==> config.mk <==
export PLATFORM = sky130hd
export DESIGN_NAME = dsamp_frame_buf_flat
export DESIGN_NICKNAME = d
export VERILOG_FILES = /design/src/rtl/dsamp_frame_buf_if.sv /design/src/rtl/dsamp_frame_buf.sv /design/src/flat_wrapper.sv
export SDC_FILE = /design/constraint.sdc
export NUM_CORES = 2
export LEC_CHECK = 0
export CORE_MARGIN = 2
export CORE_UTILIZATION = 57
export DETAILED_ROUTE_END_ITERATION = 12
export PLACE_DENSITY = 0.76
export SLEW_MARGIN = 15
export SYNTH_ARGS = -nofsm -noshare
export SYNTH_HDL_FRONTEND = slang
export SYNTH_SLANG_ARGS = --single-unit
==> constraint.sdc <==
create_clock -name clk -period 19.4 [get_ports clk]
set_input_delay 5.82 -clock clk [delete_from_list [all_inputs] [get_ports clk]]
set_output_delay 5.82 -clock clk [all_outputs]
set_load 0.1 [all_outputs]
==> src/rtl/dsamp_frame_buf_if.sv <==
// ---------------------------------------------------------------------------
// dsamp_frame_buf_if
// Readout stream carrying rescaled frame samples out of dsamp_frame_buf.
//
//   m_data   signed sample being offered
//   m_valid  m_data is valid
//   m_ready  downstream accepts; a transfer happens when m_valid && m_ready
//   m_last   marks the final sample of the frame
//
// master: frame buffer side, slave: consumer side.
// ---------------------------------------------------------------------------
interface dsamp_frame_buf_if #(
   parameter int OUT_WIDTH = 14
);
   logic signed [OUT_WIDTH-1:0] m_data;
   logic                        m_valid;
   logic                        m_ready;
   logic                        m_last;

   modport master (
      output m_data,
      output m_valid,
      output m_last,
      input  m_ready
   );

   modport slave (
      input  m_data,
      input  m_valid,
      input  m_last,
      output m_ready
   );
endinterface

==> src/rtl/dsamp_frame_buf.sv <==
// ---------------------------------------------------------------------------
// dsamp_frame_buf
// Capture stage behind the decimator. Each decimated sum is rescaled to
// sample width (round half up, saturate). On arm, one frame of 2^DEPTH_LOG2
// samples is recorded into RAM, then drained over a valid/ready stream.
//
// Ports
//   clk        system clock
//   rst        synchronous active-high reset
//   arm        one-cycle capture request, honoured only in IDLE
//   dsoutdata  signed decimator sum
//   out_en     dsoutdata valid strobe
//   m_if       readout stream (m_data, m_valid, m_ready, m_last)
//   busy       high in CAPTURE or DRAIN
//   done       one-cycle pulse after the final sample is accepted
//   clip       sticky saturation flag for the current frame
//
// state    | meaning
// ---------+--------------------------------------------------------------
// ST_IDLE  | waiting for arm; input samples dropped
// ST_CAPTURE | writing rescaled samples to RAM at wr_ptr
// ST_DRAIN | reading RAM and streaming the frame out
// ---------------------------------------------------------------------------
module dsamp_frame_buf #(
   parameter int IN_WIDTH   = 18,
   parameter int OUT_WIDTH  = 14,
   parameter int SHIFT      = 4,
   parameter int DEPTH_LOG2 = 8
) (
   input  logic                       clk,
   input  logic                       rst,
   input  logic                       arm,
   input  logic signed [IN_WIDTH-1:0] dsoutdata,
   input  logic                       out_en,
   dsamp_frame_buf_if.master          m_if,
   output logic                       busy,
   output logic                       done,
   output logic                       clip
);

   localparam int DEPTH = 1 << DEPTH_LOG2;

   localparam logic signed [IN_WIDTH:0] RND     = {{IN_WIDTH{1'b0}}, 1'b1} << (SHIFT-1);
   localparam logic signed [IN_WIDTH:0] SAT_MAX = (IN_WIDTH+1)'((1 << (OUT_WIDTH-1)) - 1);
   localparam logic signed [IN_WIDTH:0] SAT_MIN = ~SAT_MAX;

   typedef enum logic [1:0] {
      ST_IDLE,
      ST_CAPTURE,
      ST_DRAIN
   } state_t;

   state_t state_q, state_d;

   // ------------------------------------------------------------------
   // Rescale: one extra bit of headroom so the rounding add cannot wrap
   // ------------------------------------------------------------------
   logic signed [IN_WIDTH:0]    sum_ext;
   logic signed [IN_WIDTH:0]    round_sum;
   logic signed [IN_WIDTH:0]    scaled;
   logic                        sat_hi;
   logic                        sat_lo;
   logic signed [OUT_WIDTH-1:0] sample_sat;

   always_comb begin
      sum_ext    = {dsoutdata[IN_WIDTH-1], dsoutdata};
      round_sum  = sum_ext + RND;
      scaled     = round_sum >>> SHIFT;
      sat_hi     = (scaled > SAT_MAX);
      sat_lo     = (scaled < SAT_MIN);
      sample_sat = scaled[OUT_WIDTH-1:0];
      if (sat_hi) begin
         sample_sat = SAT_MAX[OUT_WIDTH-1:0];
      end else if (sat_lo) begin
         sample_sat = SAT_MIN[OUT_WIDTH-1:0];
      end
   end

   // ------------------------------------------------------------------
   // Capture side
   // ------------------------------------------------------------------
   logic signed [OUT_WIDTH-1:0] mem [DEPTH];
   logic [DEPTH_LOG2-1:0]       wr_ptr_q;
   logic                        clip_q;
   logic                        arm_acc;
   logic                        cap_wr;
   logic                        cap_end;

   assign arm_acc = (state_q == ST_IDLE) && arm;
   assign cap_wr  = (state_q == ST_CAPTURE) && out_en;
   assign cap_end = cap_wr && (&wr_ptr_q);

   always_ff @(posedge clk) begin
      if (cap_wr) begin
         mem[wr_ptr_q] <= sample_sat;
      end
   end

   always_ff @(posedge clk) begin
      if (rst) begin
         wr_ptr_q <= '0;
         clip_q   <= 1'b0;
      end else if (arm_acc) begin
         wr_ptr_q <= '0;
         clip_q   <= 1'b0;
      end else if (cap_wr) begin
         wr_ptr_q <= wr_ptr_q + 1'b1;
         if (sat_hi || sat_lo) begin
            clip_q <= 1'b1;
         end
      end
   end

   // ------------------------------------------------------------------
   // Drain side: RAM read (1 cycle) -> skid -> output register.
   // At most two samples are in flight or buffered beyond the output
   // register, so a stalled consumer never loses a read already issued.
   // ------------------------------------------------------------------
   logic [DEPTH_LOG2:0]         rd_cnt_q;
   logic signed [OUT_WIDTH-1:0] ram_q;
   logic                        rd_pend_q;
   logic                        rd_pend_last_q;

   logic signed [OUT_WIDTH-1:0] out_data_q, out_data_d;
   logic                        out_v_q, out_v_d;
   logic                        out_last_q, out_last_d;
   logic signed [OUT_WIDTH-1:0] skid_data_q, skid_data_d;
   logic                        skid_v_q, skid_v_d;
   logic                        skid_last_q, skid_last_d;

   logic       pop;
   logic       last_xfer;
   logic       out_free;
   logic [1:0] occ;
   logic       rd_issue;
   logic       done_q;

   assign pop       = out_v_q && m_if.m_ready;
   assign last_xfer = pop && out_last_q;
   assign out_free  = !out_v_q || pop;

   always_comb begin
      occ = {1'b0, out_v_q} + {1'b0, skid_v_q} + {1'b0, rd_pend_q} - {1'b0, pop};
      rd_issue = (state_q == ST_DRAIN)
               && (rd_cnt_q != (DEPTH_LOG2+1)'(DEPTH))
               && (occ < 2'd2);
   end

   always_ff @(posedge clk) begin
      if (rd_issue) begin
         ram_q <= mem[rd_cnt_q[DEPTH_LOG2-1:0]];
      end
   end

   always_ff @(posedge clk) begin
      if (rst) begin
         rd_cnt_q       <= '0;
         rd_pend_q      <= 1'b0;
         rd_pend_last_q <= 1'b0;
      end else begin
         rd_pend_q      <= rd_issue;
         rd_pend_last_q <= rd_issue && (rd_cnt_q == (DEPTH_LOG2+1)'(DEPTH-1));
         if (cap_end) begin
            rd_cnt_q <= '0;
         end else if (rd_issue) begin
            rd_cnt_q <= rd_cnt_q + 1'b1;
         end
      end
   end

   // Oldest sample always sits in the output register, then skid, then RAM.
   always_comb begin
      out_data_d  = out_data_q;
      out_v_d     = out_v_q;
      out_last_d  = out_last_q;
      skid_data_d = skid_data_q;
      skid_v_d    = skid_v_q;
      skid_last_d = skid_last_q;
      if (out_free) begin
         if (skid_v_q) begin
            out_data_d  = skid_data_q;
            out_v_d     = 1'b1;
            out_last_d  = skid_last_q;
            skid_v_d    = rd_pend_q;
            skid_data_d = ram_q;
            skid_last_d = rd_pend_last_q;
         end else if (rd_pend_q) begin
            out_data_d = ram_q;
            out_v_d    = 1'b1;
            out_last_d = rd_pend_last_q;
         end else begin
            out_v_d    = 1'b0;
            out_last_d = 1'b0;
         end
      end else if (rd_pend_q) begin
         skid_data_d = ram_q;
         skid_v_d    = 1'b1;
         skid_last_d = rd_pend_last_q;
      end
   end

   always_ff @(posedge clk) begin
      if (rst) begin
         out_data_q  <= '0;
         out_v_q     <= 1'b0;
         out_last_q  <= 1'b0;
         skid_data_q <= '0;
         skid_v_q    <= 1'b0;
         skid_last_q <= 1'b0;
      end else begin
         out_data_q  <= out_data_d;
         out_v_q     <= out_v_d;
         out_last_q  <= out_last_d;
         skid_data_q <= skid_data_d;
         skid_v_q    <= skid_v_d;
         skid_last_q <= skid_last_d;
      end
   end

   // ------------------------------------------------------------------
   // FSM
   // ------------------------------------------------------------------
   always_ff @(posedge clk) begin
      if (rst) begin
         state_q <= ST_IDLE;
         done_q  <= 1'b0;
      end else begin
         state_q <= state_d;
         done_q  <= last_xfer;
      end
   end

   always_comb begin
      state_d = state_q;
      case (state_q)
         ST_IDLE: begin
            if (arm) begin
               state_d = ST_CAPTURE;
            end
         end
         ST_CAPTURE: begin
            if (cap_end) begin
               state_d = ST_DRAIN;
            end
         end
         ST_DRAIN: begin
            if (last_xfer) begin
               state_d = ST_IDLE;
            end
         end
         default: state_d = ST_IDLE;
      endcase
   end

   assign m_if.m_data  = out_data_q;
   assign m_if.m_valid = out_v_q;
   assign m_if.m_last  = out_last_q;
   assign busy         = (state_q != ST_IDLE);
   assign done         = done_q;
   assign clip         = clip_q;

endmodule

==> src/flat_wrapper.sv <==
// flat-port wrapper written by rule: the top's interface ports become plain ports
module dsamp_frame_buf_flat 
#(
   parameter int IN_WIDTH   = 18,
   parameter int OUT_WIDTH  = 14,
   parameter int SHIFT      = 4,
   parameter int DEPTH_LOG2 = 8
)
  (clk, rst, arm, dsoutdata, out_en, busy, done, clip, m_if_m_data, m_if_m_valid, m_if_m_last, m_if_m_ready);
  dsamp_frame_buf_if #(.OUT_WIDTH(OUT_WIDTH)) m_if_i ();
  input  logic clk;
  input  logic rst;
  input  logic arm;
  input  logic signed [IN_WIDTH-1:0] dsoutdata;
  input  logic out_en;
  output logic busy;
  output logic done;
  output logic clip;
  output wire logic [$bits(m_if_i.m_data)-1:0] m_if_m_data;
  output wire logic [$bits(m_if_i.m_valid)-1:0] m_if_m_valid;
  output wire logic [$bits(m_if_i.m_last)-1:0] m_if_m_last;
  input wire logic [$bits(m_if_i.m_ready)-1:0] m_if_m_ready;
  assign m_if_m_data = m_if_i.m_data;
  assign m_if_m_valid = m_if_i.m_valid;
  assign m_if_m_last = m_if_i.m_last;
  assign m_if_i.m_ready = m_if_m_ready;
  dsamp_frame_buf #(.IN_WIDTH(IN_WIDTH), .OUT_WIDTH(OUT_WIDTH), .SHIFT(SHIFT), .DEPTH_LOG2(DEPTH_LOG2)) u_core (.clk(clk), .rst(rst), .arm(arm), .dsoutdata(dsoutdata), .out_en(out_en), .m_if(m_if_i), .busy(busy), .done(done), .clip(clip));
endmodule
Word level (Yosys, flattened, before mapping):

Memory sizes are Yosys's and may differ from the RTL's. A register that Yosys moved wholly into a read port is not among the register bits.
Index checks and enable logic that the tools add are counted.

* reduce and logical (&&, ||, !) cells: 22
* order comparisons: 3
* mux-type cells: 22
* add/sub/neg operators: 6
* equality and inequality tests: 8

Operators by type and width (count)
* $mux 14: 6
* $add 18x5->19 const B: 1
* $gt 15x14->1 const B: 1
* $lt 15x14->1 const B: 1
* $mux 1: 12
* $add 9x1->9 const B: 1
* $eq 9x8->1 const B: 1
* $ne 9x9->1 const B: 1
* $add 8x1->8 const B: 1
* $logic_and 1x1->1: 8
* $reduce_and 8->1: 1
* $mux 2: 3
* $ne 2x1->1 const B: 3
* $pmux 2 s3: 1
* $reduce_and 2->1: 3
* $reduce_bool 2->1: 3
* $reduce_or 2->1: 2
* $reduce_and 3->1: 1
* $add 1x1->2: 1
* $add 2x1->2: 1
* $eq 2x1->1 const B: 1
* $eq 2x2->1 const B: 1
* $logic_not 2->1: 1
* $logic_or 1x1->1: 2
* other kinds (4): 4

* input port bits: 23
* word-level logic and storage cells: 75
* memory bits (writable): 3584
* register bits: 55
* output and inout bits: 19
* memories: 1

Memories
* u_core.mem: depth 256, width 14, rd ports 1, clocked after memory_dff 1, write ports 1, line dsamp_frame_buf.sv:82 `logic signed [OUT_WIDTH-1:0] mem [DEPTH];`

Logic depth before layout (Yosys ltp):

* word-level depth: 6
* mapped depth: 13
* gate-level depth less buffers: 10

Worst setup path before layout:

Ideal clock, no wire load.

* path kind: in2reg
* from: in dsoutdata[8]
* to: mem u_core.mem[0][0] (data pin)
* slack: 209 ps
* path buffers: 0
* stages on the path: 5
* required time: 17130 ps
* arrival time: 16921 ps
* library setup time: 2270 ps
* path through: inv_1 > nor3_1 > and2_0 > nand4b_1 > a21boi_0

* word-level cells in the longest chain between the ends: 4
* elaborated cells between the ends (all ways): 5
* those cells by class: add/sub: 1; order compare: 2; mux: 2

RTL lines
* start, declared: line flat_wrapper.sv:14 `input logic signed [IN_WIDTH-1:0] dsoutdata;`
* $add 18x5->19 (*): line dsamp_frame_buf.sv:67 `round_sum = sum_ext + RND;`
* $lt 15x14->1: line dsamp_frame_buf.sv:70 `sat_lo = (scaled < SAT_MIN);`
* $mux 14: line dsamp_frame_buf.sv:74 `end else if (sat_lo) begin`
* $mux 14 (*): line dsamp_frame_buf.sv:72 `if (sat_hi) begin`
* net u_core.sample_sat[0]: line dsamp_frame_buf.sv:63 `logic signed [OUT_WIDTH-1:0] sample_sat;`
* end, declared: line dsamp_frame_buf.sv:82

The timed path passes the listed nets; every way through them passes the cells marked *.

Worst setup path in the final report:

* from: in dsoutdata[3]
* to: mem u_core.mem[56][11] (data pin)

The elaborated chain is that of the path after synthesis.

==> results by group <==
Outcome
  – Outcome: complete, no violations

Final layout
  – Fraction of layout cells with a size suffix above 1: 22.14%
  – Count of fill cells added during filler insertion: 15790
  – Post-synthesis to final-layout area growth: 11.38%
  – Final Core Density: 63.73%
  – Nets: 7127
  – Final Cell Area: 0.1582 mm²

Floorplan
  – Top-level port count: 42
  – Die Span X: 503.2 µm
  – # rows: 183
  – Die area: 0.2532 mm²
  – CORE AREA: 0.2482 mm²
  – Die H: 503.2 µm
  – Initial core utilization: 57.22%

Min path
  – Class of the tightest hold or removal check: reg2reg
  – Hold path startpoint: u_core.m_if.m_data[12]
  – WHS Path Cells: 2

Yosys
  – Post-synth top flop: sky130_fd_sc_hd__edfxtp_1
  – Xor-xnor portion of the synthesized cell area: 0.1357%
  – Main combinational cell family by area after synthesis: multiplexers
  – Adder-Cell Fraction of Synth Area: 0.08810%
  – Post-synthesis share of cell area spent on and, or, nand and nor gates: 2.110%
  – Share of synthesized area spent on multiplexers: 15.16%
  – Mean area per synthesized cell: 21.12 µm²
  – Flop and latch count out of synthesis: 3653
  – Count of flip-flops with a built-in enable after synthesis: 3598
  – Number of distinct library cells after synthesis: 86
  – Share of the synthesized area in compound gates (AO/OA/AOI/OAI): 3.610%
  – Number of synthesis warnings: 0
  – Share of flip-flops with an asynchronous set or reset: 0%
  – Post-synthesis cell area: 0.1420 mm²
  – Nets in the synthesized netlist: 6758
  – Cells after Synth: 6725
  – Share of the yosys chip area belonging to registers: 76.85%

Placed design
  – Buffers added on ports: 38
  – Final HPWL DP: 217000 µm
  – Last weighted congestion value of the routability-driven placer: 0.8899
  – Post-place instance area: 0.1471 mm²

GRT
  – Vias in the first global route: 72230
  – Antenna violations before repair: 19
  – Wire length of the first global-routing pass: 535200 µm
  – Global-route usage over all layers: 30.11%
  – Maximum number of pins on one net before global-route repair: 190
  – Overall overflow remaining after global route: 0

Flow run
  – Number of max-capacitance violations reported: 0

Timing
  – Relative max-transition margin: 8.694%
  – Setup Viol. Count Final: 0
  – Final sum of negative setup slack: 0 ns
  – Worst hold slack across all endpoints: 0.4988 ns
  – Timing-limited maximum frequency: 0.09547 GHz
  – Period Utilization, post-route: 53.99%
  – Setup repair after global routing missed its margin: no
  – Number of slew-limit violations in the final report: 0
  – Time the worst path needs with I/O delays and setup: 10.47 ns
  – Skew final: 0.06114 ns
  – Final hold violations: 0
  – Transition time at the pin with the least slew margin: 1.335 ns

Critical path
  – Worst setup path startpoint: dsoutdata[3]
  – Slack of the worst reg-to-reg path: 12.49 ns
  – Setup crit end kind: flop
  – Reg2Reg Depth: 9
  – Launching element type of the critical path: primary input
  – Arrival time worst endpoint: 11.08 ns
  – Critical path fanouts, max: 86
  – Required time at the endpoint of the critical path: 20.01 ns
  – RR Startpoint: u_core.rd_cnt_q[0]
  – Worst setup path category: in2reg

Route
  – Total number of vias: 74470
  – Total detailed-routing wirelength: 382200 µm
  – Detailed Routing Iterations Pass 1: 8
  – Count of antenna-violating nets left after detailed routing: 0
  – Avg WL per Cell: 35.72 µm
  – Drt via density: 6.959
  – Iter 0 DRT Violations: 12270
  – Remaining design rule violation count: 0

Clocking
  – Clock tree from TritonCTS: done
  – Count of cells resized by post-cts repair: 0
  – Insertion delay to the later sink of the worst-skew pair: 1.00 ns
  – Clock slew at the register clock pins of the worst setup and hold paths: 0.06 ns
  – Maximum clock insertion buffer count: 4
  – H-tree depth reported by CTS: 5
  – Buffer type at the clock tree root: sky130_fd_sc_hd__clkbuf_16
  – Clk sink count: 3653
  – Clock buffers created by TritonCTS: 354
  – Post-CTS setup buffer count: 0
  – CTS hold repair buffers: 0

Power and ir drop
  – Logic gate share of total power: 1.3%
  – Cell Pwr Density: 98.29 mW/mm²
  – Switching share of power: 19.50%
  – Leakage dissipation: 47.80 nW
  – Peak ir drop on the vdd network: 77.18 µV
  – Clock Power Share: 42.7%
  – Internal power contribution: 0.01252 W
  – Power spent charging and discharging nets: 0.003032 W
  – PnR Total Power: 0.01555 W
  – Reg power frac: 56.0%
through the flow:
stage | cells | setup WS [ns]
2_1_floorplan | 6725 | 0.2088
3_3_place_gp | 10070 | 8.393
3_5_place_dp | 10070 | 8.099
4_1_cts | 10680 | 9.095
5_1_grt | 10690 | 8.582
6_report | 10700 | 8.925
flip-flops by register name (all words and copies together), names as in the netlist:
signal	cells
u_core.clip	1
u_core.done	1
u_core.m_if.m_data	14
u_core.m_if.m_last	1
u_core.m_if.m_valid	1
u_core.mem	3584
u_core.ram_q	14
u_core.rd_cnt_q	9
u_core.rd_pend_last_q	1
u_core.rd_pend_q	1
u_core.skid_data_q	14
u_core.skid_last_q	1
u_core.skid_v_q	1
u_core.state_q	2
u_core.wr_ptr_q	8
critical path, stage by stage:
cell and delay (ns):
sky130_fd_sc_hd__clkdlybuf4s50_1 0.51, sky130_fd_sc_hd__ha_1 0.19, sky130_fd_sc_hd__and3_1 0.26, sky130_fd_sc_hd__nand2_1 0.14, sky130_fd_sc_hd__nor3_1 0.60, sky130_fd_sc_hd__a21oi_1 0.23, sky130_fd_sc_hd__o21ai_4 0.70, sky130_fd_sc_hd__buf_4 0.72
sky130_fd_sc_hd__buf_4 0.82, sky130_fd_sc_hd__buf_4 0.80
kinds of logic (layout without fill, tap and decap cells):
group	count (synthesis)	in the layout
other cells	0	19
fa+ha+maj	10	10
mux	1212	1212
flops	3653	3653
compound gates	702	702
simple gates	691	691
buf+inv	435	1063
xor+xnor	22	22
cells in the final DEF, fill, tap and decap left out, types with 7 or more instances in the layout:
master | synthesis | routed
sky130_fd_sc_hd__mux4_1 | 63 | 63
sky130_fd_sc_hd__mux2i_1 | 450 | 449
sky130_fd_sc_hd__nor2b_1 | 19 | 15
sky130_fd_sc_hd__nor2_2 | 0 | 9
sky130_fd_sc_hd__clkinv_2 | 0 | 54
sky130_fd_sc_hd__dfxtp_1 | 55 | 49
sky130_fd_sc_hd__and3_1 | 9 | 9
sky130_fd_sc_hd__nor3_1 | 26 | 26
sky130_fd_sc_hd__nand3_1 | 66 | 62
sky130_fd_sc_hd__clkinvlp_4 | 0 | 9
sky130_fd_sc_hd__o211ai_1 | 10 | 10
sky130_fd_sc_hd__bufinv_16 | 0 | 29
sky130_fd_sc_hd__a21oi_1 | 120 | 119
sky130_fd_sc_hd__a22oi_1 | 88 | 88
sky130_fd_sc_hd__edfxtp_1 | 3598 | 3598
sky130_fd_sc_hd__clkbuf_1 | 127 | 79
sky130_fd_sc_hd__mux4_2 | 666 | 666
sky130_fd_sc_hd__nand2_4 | 0 | 9
sky130_fd_sc_hd__o22ai_1 | 25 | 25
sky130_fd_sc_hd__and2_1 | 14 | 12
sky130_fd_sc_hd__a211oi_1 | 44 | 41
sky130_fd_sc_hd__nand2_1 | 139 | 130
sky130_fd_sc_hd__diode_2 | 0 | 19
sky130_fd_sc_hd__o221ai_1 | 103 | 103
sky130_fd_sc_hd__mux2_2 | 33 | 33
sky130_fd_sc_hd__a221oi_1 | 98 | 98
sky130_fd_sc_hd__clkbuf_16 | 0 | 360
sky130_fd_sc_hd__nor2_1 | 359 | 348
sky130_fd_sc_hd__a31oi_1 | 19 | 19
sky130_fd_sc_hd__buf_12 | 17 | 15
sky130_fd_sc_hd__clkdlybuf4s50_1 | 0 | 37
sky130_fd_sc_hd__a32oi_1 | 7 | 7
sky130_fd_sc_hd__xnor2_1 | 16 | 16
sky130_fd_sc_hd__clkinv_1 | 2 | 70
sky130_fd_sc_hd__inv_1 | 16 | 13
sky130_fd_sc_hd__nand4_1 | 25 | 25
sky130_fd_sc_hd__a22o_1 | 27 | 27
sky130_fd_sc_hd__buf_4 | 53 | 374
sky130_fd_sc_hd__o21ai_0 | 80 | 76
sky130_fd_sc_hd__ha_1 | 10 | 10
worst paths after layout:
path | endpoint
min | u_core.m_if.m_data[12]
max reg2reg | u_core.ram_q[0]
min reg2reg | u_core.m_if.m_data[12]
max | u_core.mem[56][11]
metal layers:
metal  wire length, µm  GRT usage (%)  vias up  part of all wire [%]
met5               151              0        -                 0.040
met4             21500          15.40       20                   5.6
met3             49900          8.294     1019                    13
met2            178800          46.09     5921                    47
met1            131800          40.07    38570                    34
li1                  -              -    28950                     -
synthesized netlist by cell type, types with 14 or more instances:
library cell,instances,share of area [%]
sky130_fd_sc_hd__buf_1,22,0.058
sky130_fd_sc_hd__nor2_1,359,0.95
sky130_fd_sc_hd__o221ai_1,103,0.64
sky130_fd_sc_hd__o21ai_0,80,0.28
sky130_fd_sc_hd__nand4_1,25,0.11
sky130_fd_sc_hd__a22oi_1,88,0.47
sky130_fd_sc_hd__a21oi_1,120,0.42
sky130_fd_sc_hd__o22ai_1,25,0.11
sky130_fd_sc_hd__xnor2_1,16,0.099
sky130_fd_sc_hd__a31oi_1,19,0.084
sky130_fd_sc_hd__nand3_1,66,0.23
sky130_fd_sc_hd__nor2b_1,19,0.084
sky130_fd_sc_hd__a22o_1,27,0.17
sky130_fd_sc_hd__a221oi_1,98,0.60
sky130_fd_sc_hd__nand2_1,139,0.37
sky130_fd_sc_hd__and2_1,14,0.062
sky130_fd_sc_hd__mux2i_1,450,3.2
sky130_fd_sc_hd__inv_1,16,0.042
sky130_fd_sc_hd__buf_2,124,0.44
sky130_fd_sc_hd__buf_8,27,0.29
sky130_fd_sc_hd__buf_12,17,0.24
sky130_fd_sc_hd__buf_6,34,0.27
sky130_fd_sc_hd__buf_4,53,0.28
sky130_fd_sc_hd__a211oi_1,44,0.23
sky130_fd_sc_hd__mux4_1,63,1.2
sky130_fd_sc_hd__dfxtp_1,55,0.78
sky130_fd_sc_hd__mux4_2,666,11
sky130_fd_sc_hd__nor3_1,26,0.092
sky130_fd_sc_hd__mux2_2,33,0.26
sky130_fd_sc_hd__edfxtp_1,3598,76
sky130_fd_sc_hd__clkbuf_1,127,0.34
power by group through the flow:
stage | registers, W | clock network [W] | logic (W)
after floorplan | 0.00894 | 0 | 0.0000860
after global placement | 0.00887 | 0 | 0.000190
after global routing | 0.00870 | 0.00695 | 0.000219
final | 0.00870 | 0.00664 | 0.000208
after detailed placement | 0.00887 | 0 | 0.000205
after CTS | 0.00870 | 0.00666 | 0.000205
layout make-up:
cell class | count | area, µm² | area share (%)
multi-input cells | 2637 | 30250 | 19.12
clock buffers | 444 | 9374 | 5.926
flip-flops and latches | 3653 | 109200 | 69.01
repair buffers | 430 | 3533 | 2.234
diodes | 19 | 47.55 | 0.03006
clock inverters | 171 | 1578 | 0.9974
inverters | 18 | 80.08 | 0.05062
well taps | 3330 | 4167 | 2.634
No activity file was read; power rests on OpenSTA's default activity.
